### src/rtl/dcache_miss_ctrl_if.sv
// Miss-controller port bundle: request/response, SRAM data/tag write port, burst bus master.
// master = the controller, slave = the cache pipeline / SRAM / bus side.
interface dcache_miss_ctrl_if #(
  parameter int WAY_NUM = 2,
  parameter int TAG_W   = 20
);
  logic               req_valid_i;
  logic               req_ready_o;
  logic [31:0]        req_paddr_i;
  logic [WAY_NUM-1:0] req_way_i;
  logic               req_dirty_i;
  logic [31:0]        req_victim_addr_i;
  logic [11:0]        sram_addr_o;
  logic [WAY_NUM-1:0] sram_way_o;
  logic [3:0]         sram_data_we_o;
  logic [31:0]        sram_wdata_o;
  logic [31:0]        sram_rdata_i;
  logic               sram_tag_we_o;
  logic [TAG_W+1:0]   sram_tag_o;
  logic               bus_req_valid_o;
  logic               bus_req_ready_i;
  logic               bus_req_write_o;
  logic [31:0]        bus_req_addr_o;
  logic               bus_wvalid_o;
  logic               bus_wready_i;
  logic [31:0]        bus_wdata_o;
  logic               bus_wlast_o;
  logic               bus_bvalid_i;
  logic               bus_rvalid_i;
  logic [31:0]        bus_rdata_i;
  logic               bus_rlast_i;
  logic               resp_valid_o;
  logic [31:0]        resp_word_o;
  logic               busy_o;

  modport master (
    input  req_valid_i, req_paddr_i, req_way_i, req_dirty_i, req_victim_addr_i,
    input  sram_rdata_i, bus_req_ready_i, bus_wready_i, bus_bvalid_i,
    input  bus_rvalid_i, bus_rdata_i, bus_rlast_i,
    output req_ready_o, sram_addr_o, sram_way_o, sram_data_we_o, sram_wdata_o,
    output sram_tag_we_o, sram_tag_o, bus_req_valid_o, bus_req_write_o, bus_req_addr_o,
    output bus_wvalid_o, bus_wdata_o, bus_wlast_o, resp_valid_o, resp_word_o, busy_o
  );

  modport slave (
    output req_valid_i, req_paddr_i, req_way_i, req_dirty_i, req_victim_addr_i,
    output sram_rdata_i, bus_req_ready_i, bus_wready_i, bus_bvalid_i,
    output bus_rvalid_i, bus_rdata_i, bus_rlast_i,
    input  req_ready_o, sram_addr_o, sram_way_o, sram_data_we_o, sram_wdata_o,
    input  sram_tag_we_o, sram_tag_o, bus_req_valid_o, bus_req_write_o, bus_req_addr_o,
    input  bus_wvalid_o, bus_wdata_o, bus_wlast_o, resp_valid_o, resp_word_o, busy_o
  );
endinterface

### src/rtl/dcache_miss_ctrl.sv
// One dcache line miss: optional victim writeback, refill, tag write, critical word return.
// Clean miss 8 cycles accept-to-done on a zero-wait bus; bus valids hold until accepted, read beats always taken.
module dcache_miss_ctrl #(
  parameter int WAY_NUM    = 2,
  parameter int LINE_WORDS = 4,
  parameter int TAG_W      = 20
) (
  input logic              clk,
  input logic              rst,
  dcache_miss_ctrl_if.master mif
);
  localparam int BW  = $clog2(LINE_WORDS);
  localparam int OFS = BW + 2;
  localparam logic [BW:0]   CNT_LW   = (BW+1)'(LINE_WORDS);
  localparam logic [BW:0]   CNT_END  = (BW+1)'(LINE_WORDS + 1);
  localparam logic [BW-1:0] LAST_IDX = BW'(LINE_WORDS - 1);

  typedef enum logic [3:0] {
    IDLE, WB_RD, WB_REQ, WB_DATA, WB_RESP, RF_REQ, RF_DATA, TAG_WR, DONE
  } state_t;

  state_t             state_q, state_d;
  logic [BW:0]        cnt_q, cnt_d;
  logic [31:2]        paddr_q;
  logic [31:OFS]      vline_q;
  logic [WAY_NUM-1:0] way_q;
  logic [31:0]        wb_buf [LINE_WORDS];
  logic [31:0]        resp_word_q;
  logic [BW-1:0]      k, wb_idx, crit;

  // Low counter bits are the beat index; the top bit marks a full line in RF_DATA.
  assign k      = cnt_q[BW-1:0];
  assign wb_idx = k - BW'(1);
  assign crit   = paddr_q[OFS-1:2];

  assign mif.busy_o      = (state_q != IDLE);
  assign mif.resp_word_o = resp_word_q;

  always_comb begin
    state_d                 = state_q;
    cnt_d                   = cnt_q;
    mif.req_ready_o         = 1'b0;
    mif.sram_addr_o         = '0;
    mif.sram_way_o          = '0;
    mif.sram_data_we_o      = '0;
    mif.sram_wdata_o        = '0;
    mif.sram_tag_we_o       = 1'b0;
    mif.sram_tag_o          = '0;
    mif.bus_req_valid_o     = 1'b0;
    mif.bus_req_write_o     = 1'b0;
    mif.bus_req_addr_o      = '0;
    mif.bus_wvalid_o        = 1'b0;
    mif.bus_wdata_o         = '0;
    mif.bus_wlast_o         = 1'b0;
    mif.resp_valid_o        = 1'b0;
    case (state_q)
      IDLE: begin
        mif.req_ready_o = 1'b1;
        cnt_d           = '0;
        if (mif.req_valid_i) state_d = mif.req_dirty_i ? WB_RD : RF_REQ;
      end
      WB_RD: begin
        // Reads issue for LINE_WORDS cycles; data trails by one, plus one turnaround cycle.
        if (cnt_q < CNT_LW) begin
          mif.sram_addr_o = {vline_q[11:OFS], k, 2'b00};
          mif.sram_way_o  = way_q;
        end
        cnt_d = cnt_q + (BW+1)'(1);
        if (cnt_q == CNT_END) begin
          cnt_d   = '0;
          state_d = WB_REQ;
        end
      end
      WB_REQ: begin
        mif.bus_req_valid_o = 1'b1;
        mif.bus_req_write_o = 1'b1;
        mif.bus_req_addr_o  = {vline_q, {OFS{1'b0}}};
        if (mif.bus_req_ready_i) state_d = WB_DATA;
      end
      WB_DATA: begin
        mif.bus_wvalid_o = 1'b1;
        mif.bus_wdata_o  = wb_buf[k];
        mif.bus_wlast_o  = (k == LAST_IDX);
        if (mif.bus_wready_i) begin
          if (k == LAST_IDX) begin
            cnt_d   = '0;
            state_d = WB_RESP;
          end else begin
            cnt_d = cnt_q + (BW+1)'(1);
          end
        end
      end
      WB_RESP: begin
        if (mif.bus_bvalid_i) state_d = RF_REQ;
      end
      RF_REQ: begin
        mif.bus_req_valid_o = 1'b1;
        mif.bus_req_addr_o  = {paddr_q[31:OFS], {OFS{1'b0}}};
        if (mif.bus_req_ready_i) begin
          cnt_d   = '0;
          state_d = RF_DATA;
        end
      end
      RF_DATA: begin
        if (mif.bus_rvalid_i) begin
          if (!cnt_q[BW]) begin
            mif.sram_addr_o    = {paddr_q[11:OFS], k, 2'b00};
            mif.sram_way_o     = way_q;
            mif.sram_data_we_o = 4'hF;
            mif.sram_wdata_o   = mif.bus_rdata_i;
            cnt_d              = cnt_q + (BW+1)'(1);
          end
          if (mif.bus_rlast_i) begin
            cnt_d   = '0;
            state_d = TAG_WR;
          end
        end
      end
      TAG_WR: begin
        mif.sram_tag_we_o = 1'b1;
        mif.sram_tag_o    = {paddr_q[31:32-TAG_W], 2'b10};
        state_d           = DONE;
      end
      DONE: begin
        mif.resp_valid_o = 1'b1;
        state_d          = IDLE;
      end
      default: state_d = IDLE;
    endcase
  end

  always_ff @(posedge clk) begin
    if (rst) begin
      state_q     <= IDLE;
      cnt_q       <= '0;
      paddr_q     <= '0;
      vline_q     <= '0;
      way_q       <= '0;
      resp_word_q <= '0;
      for (int i = 0; i < LINE_WORDS; i++) wb_buf[i] <= '0;
    end else begin
      state_q <= state_d;
      cnt_q   <= cnt_d;
      if (state_q == IDLE && mif.req_valid_i) begin
        paddr_q <= mif.req_paddr_i[31:2];
        vline_q <= mif.req_victim_addr_i[31:OFS];
        way_q   <= mif.req_way_i;
      end
      if (state_q == WB_RD && cnt_q != '0 && cnt_q <= CNT_LW)
        wb_buf[wb_idx] <= mif.sram_rdata_i;
      if (state_q == RF_DATA && mif.bus_rvalid_i && !cnt_q[BW] && k == crit)
        resp_word_q <= mif.bus_rdata_i;
    end
  end
endmodule

### src/flat_wrapper.sv
// flat-port wrapper written by rule: the top's interface ports become plain ports
module dcache_miss_ctrl_flat 
#(
  parameter int WAY_NUM    = 2,
  parameter int LINE_WORDS = 4,
  parameter int TAG_W      = 20
)
  (clk, rst, mif_req_valid_i, mif_req_paddr_i, mif_req_way_i, mif_req_dirty_i, mif_req_victim_addr_i, mif_sram_rdata_i, mif_bus_req_ready_i, mif_bus_wready_i, mif_bus_bvalid_i, mif_bus_rvalid_i, mif_bus_rdata_i, mif_bus_rlast_i, mif_req_ready_o, mif_sram_addr_o, mif_sram_way_o, mif_sram_data_we_o, mif_sram_wdata_o, mif_sram_tag_we_o, mif_sram_tag_o, mif_bus_req_valid_o, mif_bus_req_write_o, mif_bus_req_addr_o, mif_bus_wvalid_o, mif_bus_wdata_o, mif_bus_wlast_o, mif_resp_valid_o, mif_resp_word_o, mif_busy_o);
  dcache_miss_ctrl_if #(.WAY_NUM(WAY_NUM), .TAG_W(TAG_W)) mif_i ();
  input logic clk;
  input logic rst;
  input wire logic [$bits(mif_i.req_valid_i)-1:0] mif_req_valid_i;
  input wire logic [$bits(mif_i.req_paddr_i)-1:0] mif_req_paddr_i;
  input wire logic [$bits(mif_i.req_way_i)-1:0] mif_req_way_i;
  input wire logic [$bits(mif_i.req_dirty_i)-1:0] mif_req_dirty_i;
  input wire logic [$bits(mif_i.req_victim_addr_i)-1:0] mif_req_victim_addr_i;
  input wire logic [$bits(mif_i.sram_rdata_i)-1:0] mif_sram_rdata_i;
  input wire logic [$bits(mif_i.bus_req_ready_i)-1:0] mif_bus_req_ready_i;
  input wire logic [$bits(mif_i.bus_wready_i)-1:0] mif_bus_wready_i;
  input wire logic [$bits(mif_i.bus_bvalid_i)-1:0] mif_bus_bvalid_i;
  input wire logic [$bits(mif_i.bus_rvalid_i)-1:0] mif_bus_rvalid_i;
  input wire logic [$bits(mif_i.bus_rdata_i)-1:0] mif_bus_rdata_i;
  input wire logic [$bits(mif_i.bus_rlast_i)-1:0] mif_bus_rlast_i;
  output wire logic [$bits(mif_i.req_ready_o)-1:0] mif_req_ready_o;
  output wire logic [$bits(mif_i.sram_addr_o)-1:0] mif_sram_addr_o;
  output wire logic [$bits(mif_i.sram_way_o)-1:0] mif_sram_way_o;
  output wire logic [$bits(mif_i.sram_data_we_o)-1:0] mif_sram_data_we_o;
  output wire logic [$bits(mif_i.sram_wdata_o)-1:0] mif_sram_wdata_o;
  output wire logic [$bits(mif_i.sram_tag_we_o)-1:0] mif_sram_tag_we_o;
  output wire logic [$bits(mif_i.sram_tag_o)-1:0] mif_sram_tag_o;
  output wire logic [$bits(mif_i.bus_req_valid_o)-1:0] mif_bus_req_valid_o;
  output wire logic [$bits(mif_i.bus_req_write_o)-1:0] mif_bus_req_write_o;
  output wire logic [$bits(mif_i.bus_req_addr_o)-1:0] mif_bus_req_addr_o;
  output wire logic [$bits(mif_i.bus_wvalid_o)-1:0] mif_bus_wvalid_o;
  output wire logic [$bits(mif_i.bus_wdata_o)-1:0] mif_bus_wdata_o;
  output wire logic [$bits(mif_i.bus_wlast_o)-1:0] mif_bus_wlast_o;
  output wire logic [$bits(mif_i.resp_valid_o)-1:0] mif_resp_valid_o;
  output wire logic [$bits(mif_i.resp_word_o)-1:0] mif_resp_word_o;
  output wire logic [$bits(mif_i.busy_o)-1:0] mif_busy_o;
  assign mif_i.req_valid_i = mif_req_valid_i;
  assign mif_i.req_paddr_i = mif_req_paddr_i;
  assign mif_i.req_way_i = mif_req_way_i;
  assign mif_i.req_dirty_i = mif_req_dirty_i;
  assign mif_i.req_victim_addr_i = mif_req_victim_addr_i;
  assign mif_i.sram_rdata_i = mif_sram_rdata_i;
  assign mif_i.bus_req_ready_i = mif_bus_req_ready_i;
  assign mif_i.bus_wready_i = mif_bus_wready_i;
  assign mif_i.bus_bvalid_i = mif_bus_bvalid_i;
  assign mif_i.bus_rvalid_i = mif_bus_rvalid_i;
  assign mif_i.bus_rdata_i = mif_bus_rdata_i;
  assign mif_i.bus_rlast_i = mif_bus_rlast_i;
  assign mif_req_ready_o = mif_i.req_ready_o;
  assign mif_sram_addr_o = mif_i.sram_addr_o;
  assign mif_sram_way_o = mif_i.sram_way_o;
  assign mif_sram_data_we_o = mif_i.sram_data_we_o;
  assign mif_sram_wdata_o = mif_i.sram_wdata_o;
  assign mif_sram_tag_we_o = mif_i.sram_tag_we_o;
  assign mif_sram_tag_o = mif_i.sram_tag_o;
  assign mif_bus_req_valid_o = mif_i.bus_req_valid_o;
  assign mif_bus_req_write_o = mif_i.bus_req_write_o;
  assign mif_bus_req_addr_o = mif_i.bus_req_addr_o;
  assign mif_bus_wvalid_o = mif_i.bus_wvalid_o;
  assign mif_bus_wdata_o = mif_i.bus_wdata_o;
  assign mif_bus_wlast_o = mif_i.bus_wlast_o;
  assign mif_resp_valid_o = mif_i.resp_valid_o;
  assign mif_resp_word_o = mif_i.resp_word_o;
  assign mif_busy_o = mif_i.busy_o;
  dcache_miss_ctrl #(.WAY_NUM(WAY_NUM), .LINE_WORDS(LINE_WORDS), .TAG_W(TAG_W)) u_core (.clk(clk), .rst(rst), .mif(mif_i));
endmodule
### config.mk
export PLATFORM = sky130hd
export DESIGN_NAME = dcache_miss_ctrl_flat
export DESIGN_NICKNAME = d
export VERILOG_FILES = /design/src/rtl/dcache_miss_ctrl_if.sv /design/src/rtl/dcache_miss_ctrl.sv /design/src/flat_wrapper.sv
export SDC_FILE = /design/constraint.sdc
export NUM_CORES = 1
export LEC_CHECK = 0
export BUFFER_PORTS_ARGS = -buffer_cell sky130_fd_sc_hd__buf_2
export CAP_MARGIN = 30
export CORE_MARGIN = 2
export CORE_UTILIZATION = 50
export DETAILED_ROUTE_END_ITERATION = 8
export PLACE_DENSITY = 0.86
export SKIP_CTS_REPAIR_TIMING = 1
export SYNTH_ARGS = -nofsm -noshare
export SYNTH_HDL_FRONTEND = slang
export SYNTH_SLANG_ARGS = --single-unit
### constraint.sdc
create_clock -name clk -period 5.63 [get_ports clk]
set_input_delay 0.2815 -clock clk [delete_from_list [all_inputs] [get_ports clk]]
set_output_delay 0.2815 -clock clk [all_outputs]
set_load 0.05 [all_outputs]
==> metrics <==
Setup violations, final 0; synthesized flop and latch total 229; Async SR Flop Fraction 0; layout cells sized above 1 0.329; worst-path fanout max 35; sequential area share after synthesis 0.554; Sw Share 0.334; Clock power frac 0.324; static leakage 5.62 nW; maximum VDD drop 0.471 mV; final hold viol count 0; area grow syn2layout 23.3%; Reg2Reg Depth 7; Cell Area, Synth 10600 um2; Fmax achieved 0.290 GHz; CTS Buf Count 25; first-pass GRT wire length 40.7 mm; Placer Congestion 0.862; synthesized instance count 939; Pre-antenna DRT Iters 8; r2r setup slk 2.18 ns; CTS clock-pin slew for the worst setup and hold paths 0.06 ns; starting density of the core 0.507; CP Launch Type flip-flop; Clock Sinks 229; sequential power share 0.415; MaxCap Viol Count 0; internal power 3.32 mW; hold path cells 3; crit path time final 3.45 ns; die boundary height 150 um; Via-to-Cell Ratio 5.29; initial antenna violation count 1; power density over the cells 382 nW/um2; CP endpoint kind flip-flop; htree depth 1; final clock skew 0.0184 ns; Slew Viols, Final 0; placed cell area 12200 um2; Worst EP required 5.76 ns; worst r2r src u_core.cnt_q[0]; Row Count 53; NetSw 1.67 mW; Avg Inst Size Synth 11.3 um2; DRT Wirelength 26.9 mm; via count 7978; max incr delay on CP 0.81 ns; Worst Hold Class in -> reg; critical path type reg -> reg; GRT Overall Usage 0.230; Syn. warnings 0; Layout Nets 1357; placed wire-length estimate 17.6 mm; min-delay src mif_req_paddr_i[8]; Post-synth EDFFs 128; wire length per cell 17.8 um; outcome finished clean; port bufs 301; CTS root buffer clkbuf_16; Main synth FF type edfxtp_1; post-synth cell types 50; Critical R2R Capture u_core.wb_buf[0][30]; Worst Hold Path EP u_core.paddr_q[8]; WP data arrival 3.57 ns; CP max-delay cell or2_2; drt drc 0; clk_lat worst skew 0.52 ns; die width 150 um; Placeable Area 20900 um2; Combinational Power Share 0.261; RSZ-0062 raised after global routing no; CTS tree done; Congestion Overflow GR 0; Antenna Nets Post-Route 0; Final period util 0.612; design area 13100 um2; worst path cell trace inv_1 > ha_1 > xnor2_1 > and3_1 > buf_4 > and3_2 > or2_2; vias in the first global route 7697; IO Pins 315; violation count after the first detailed-routing iteration 448; setup_tns 0 ns; die area 22400 um2; clock buffer depth 3; relative slew slack 0.321; largest net degree at the start of global routing 99; worst-margin pin slew 1.02 ns
[layer usage]
metal / track usage / share of wire / vias up
met5: 0 / 0.00048 / -
met4: 0.0410 / 0.013 / 2
met3: 0.0595 / 0.088 / 31
met2: 0.411 / 0.51 / 318
met1: 0.285 / 0.39 / 3851
li1: - / - / 3776
[metrics by stage]
stage	total power, mW	utilization	setup WS (ns)	std cells	hold slack (ns)
final	4.99	0.625	2.18	1508	0.00137
after floorplan	3.05	-	1.58	945	0.417
after global placement	3.32	0.580	2.21	1452	0.438
after global routing	5.21	0.625	1.92	1507	0.00129
after detailed placement	3.39	0.583	2.16	1454	0.447
after CTS	5.01	0.622	2.12	1500	-0.0155
[state kept, by name, summed over array words and instances, names as in the netlist, named ones only]
register	flops
u_core.cnt_q	3
u_core.mif.resp_word_o	32
u_core.paddr_q	30
u_core.state_q	4
u_core.vline_q	28
u_core.way_q	2
u_core.wb_buf	128
[critical path: cells and delay by family (launching register included)]
family	cells	cell delay, ns
xor gates and xnor gates	1	0.16
adders and majority gates	1	0.24
buffers and inverters	2	0.50
DFF	1	0.53
and+or+nand+nor	3	1.63
[power by group through the flow]
stage | sequential [mW] | clock [mW] | combinational [mW]
floorplan | 2.04 | 0 | 1.00
global placement | 2.09 | 0 | 1.23
detailed placement | 2.10 | 0 | 1.29
CTS | 2.06 | 1.64 | 1.30
global route | 2.09 | 1.71 | 1.41
finish | 2.07 | 1.62 | 1.30
[logic make-up after synthesis]
group	synth area share
buf+inv	0.0464
flops	0.554
simple gates	0.216
xor+xnor	0.00248
fa+ha+maj	0.00591
mux	0.106
compound gates	0.0693
other cells	0.000354
[layout by cell type (no fill, tap or decap), drive strengths merged, types with 9 or more instances in the layout]
cell type / netlist / final
and2: 214 / 214
nor2: 45 / 45
clkinv: 0 / 11
a21oi: 62 / 62
a22o: 36 / 36
nand2: 135 / 135
buf: 43 / 314
clkbuf: 37 / 30
dfxtp: 101 / 101
mux4: 32 / 32
inv: 8 / 9
mux2i: 40 / 40
edfxtp: 128 / 128
[layout make-up]
type,instances,area (um2)
Antenna cell,1,2.50
Clock buffer,30,654
Clock inverter,16,163
Fill cell,1652,7830
Inverter,8,30.0
Multi-Input combinational cell,628,4290
Sequential cell,229,5870
Tap cell,275,344
Timing Repair Buffer,321,1710
[worst max path at each step]
stage | from | endpoint | slack (ns)
2_1_floorplan | u_core.cnt_q[0] | u_core.wb_buf[2][0] | 1.58
3_3_place_gp | u_core.cnt_q[0] | u_core.wb_buf[1][14] | 2.21
3_5_place_dp | u_core.cnt_q[0] | u_core.wb_buf[0][17] | 2.16
4_1_cts | u_core.cnt_q[0] | u_core.wb_buf[0][30] | 2.12
5_1_grt | u_core.cnt_q[0] | u_core.wb_buf[0][30] | 1.92
6_report | u_core.cnt_q[0] | u_core.wb_buf[0][30] | 2.18
[cells in the mapped netlist, drive strengths merged, types with 6 or more instances]
library cell | number | area share
nor2 | 45 | 0.017
nor4 | 6 | 0.0056
mux2i | 40 | 0.038
inv | 8 | 0.0028
mux4 | 32 | 0.068
a21oi | 62 | 0.029
dfxtp | 101 | 0.19
buf | 43 | 0.030
nand2 | 135 | 0.048
a22o | 36 | 0.030
and2 | 214 | 0.13
edfxtp | 128 | 0.36
clkbuf | 37 | 0.013
Power figures use the tool's default switching activity.
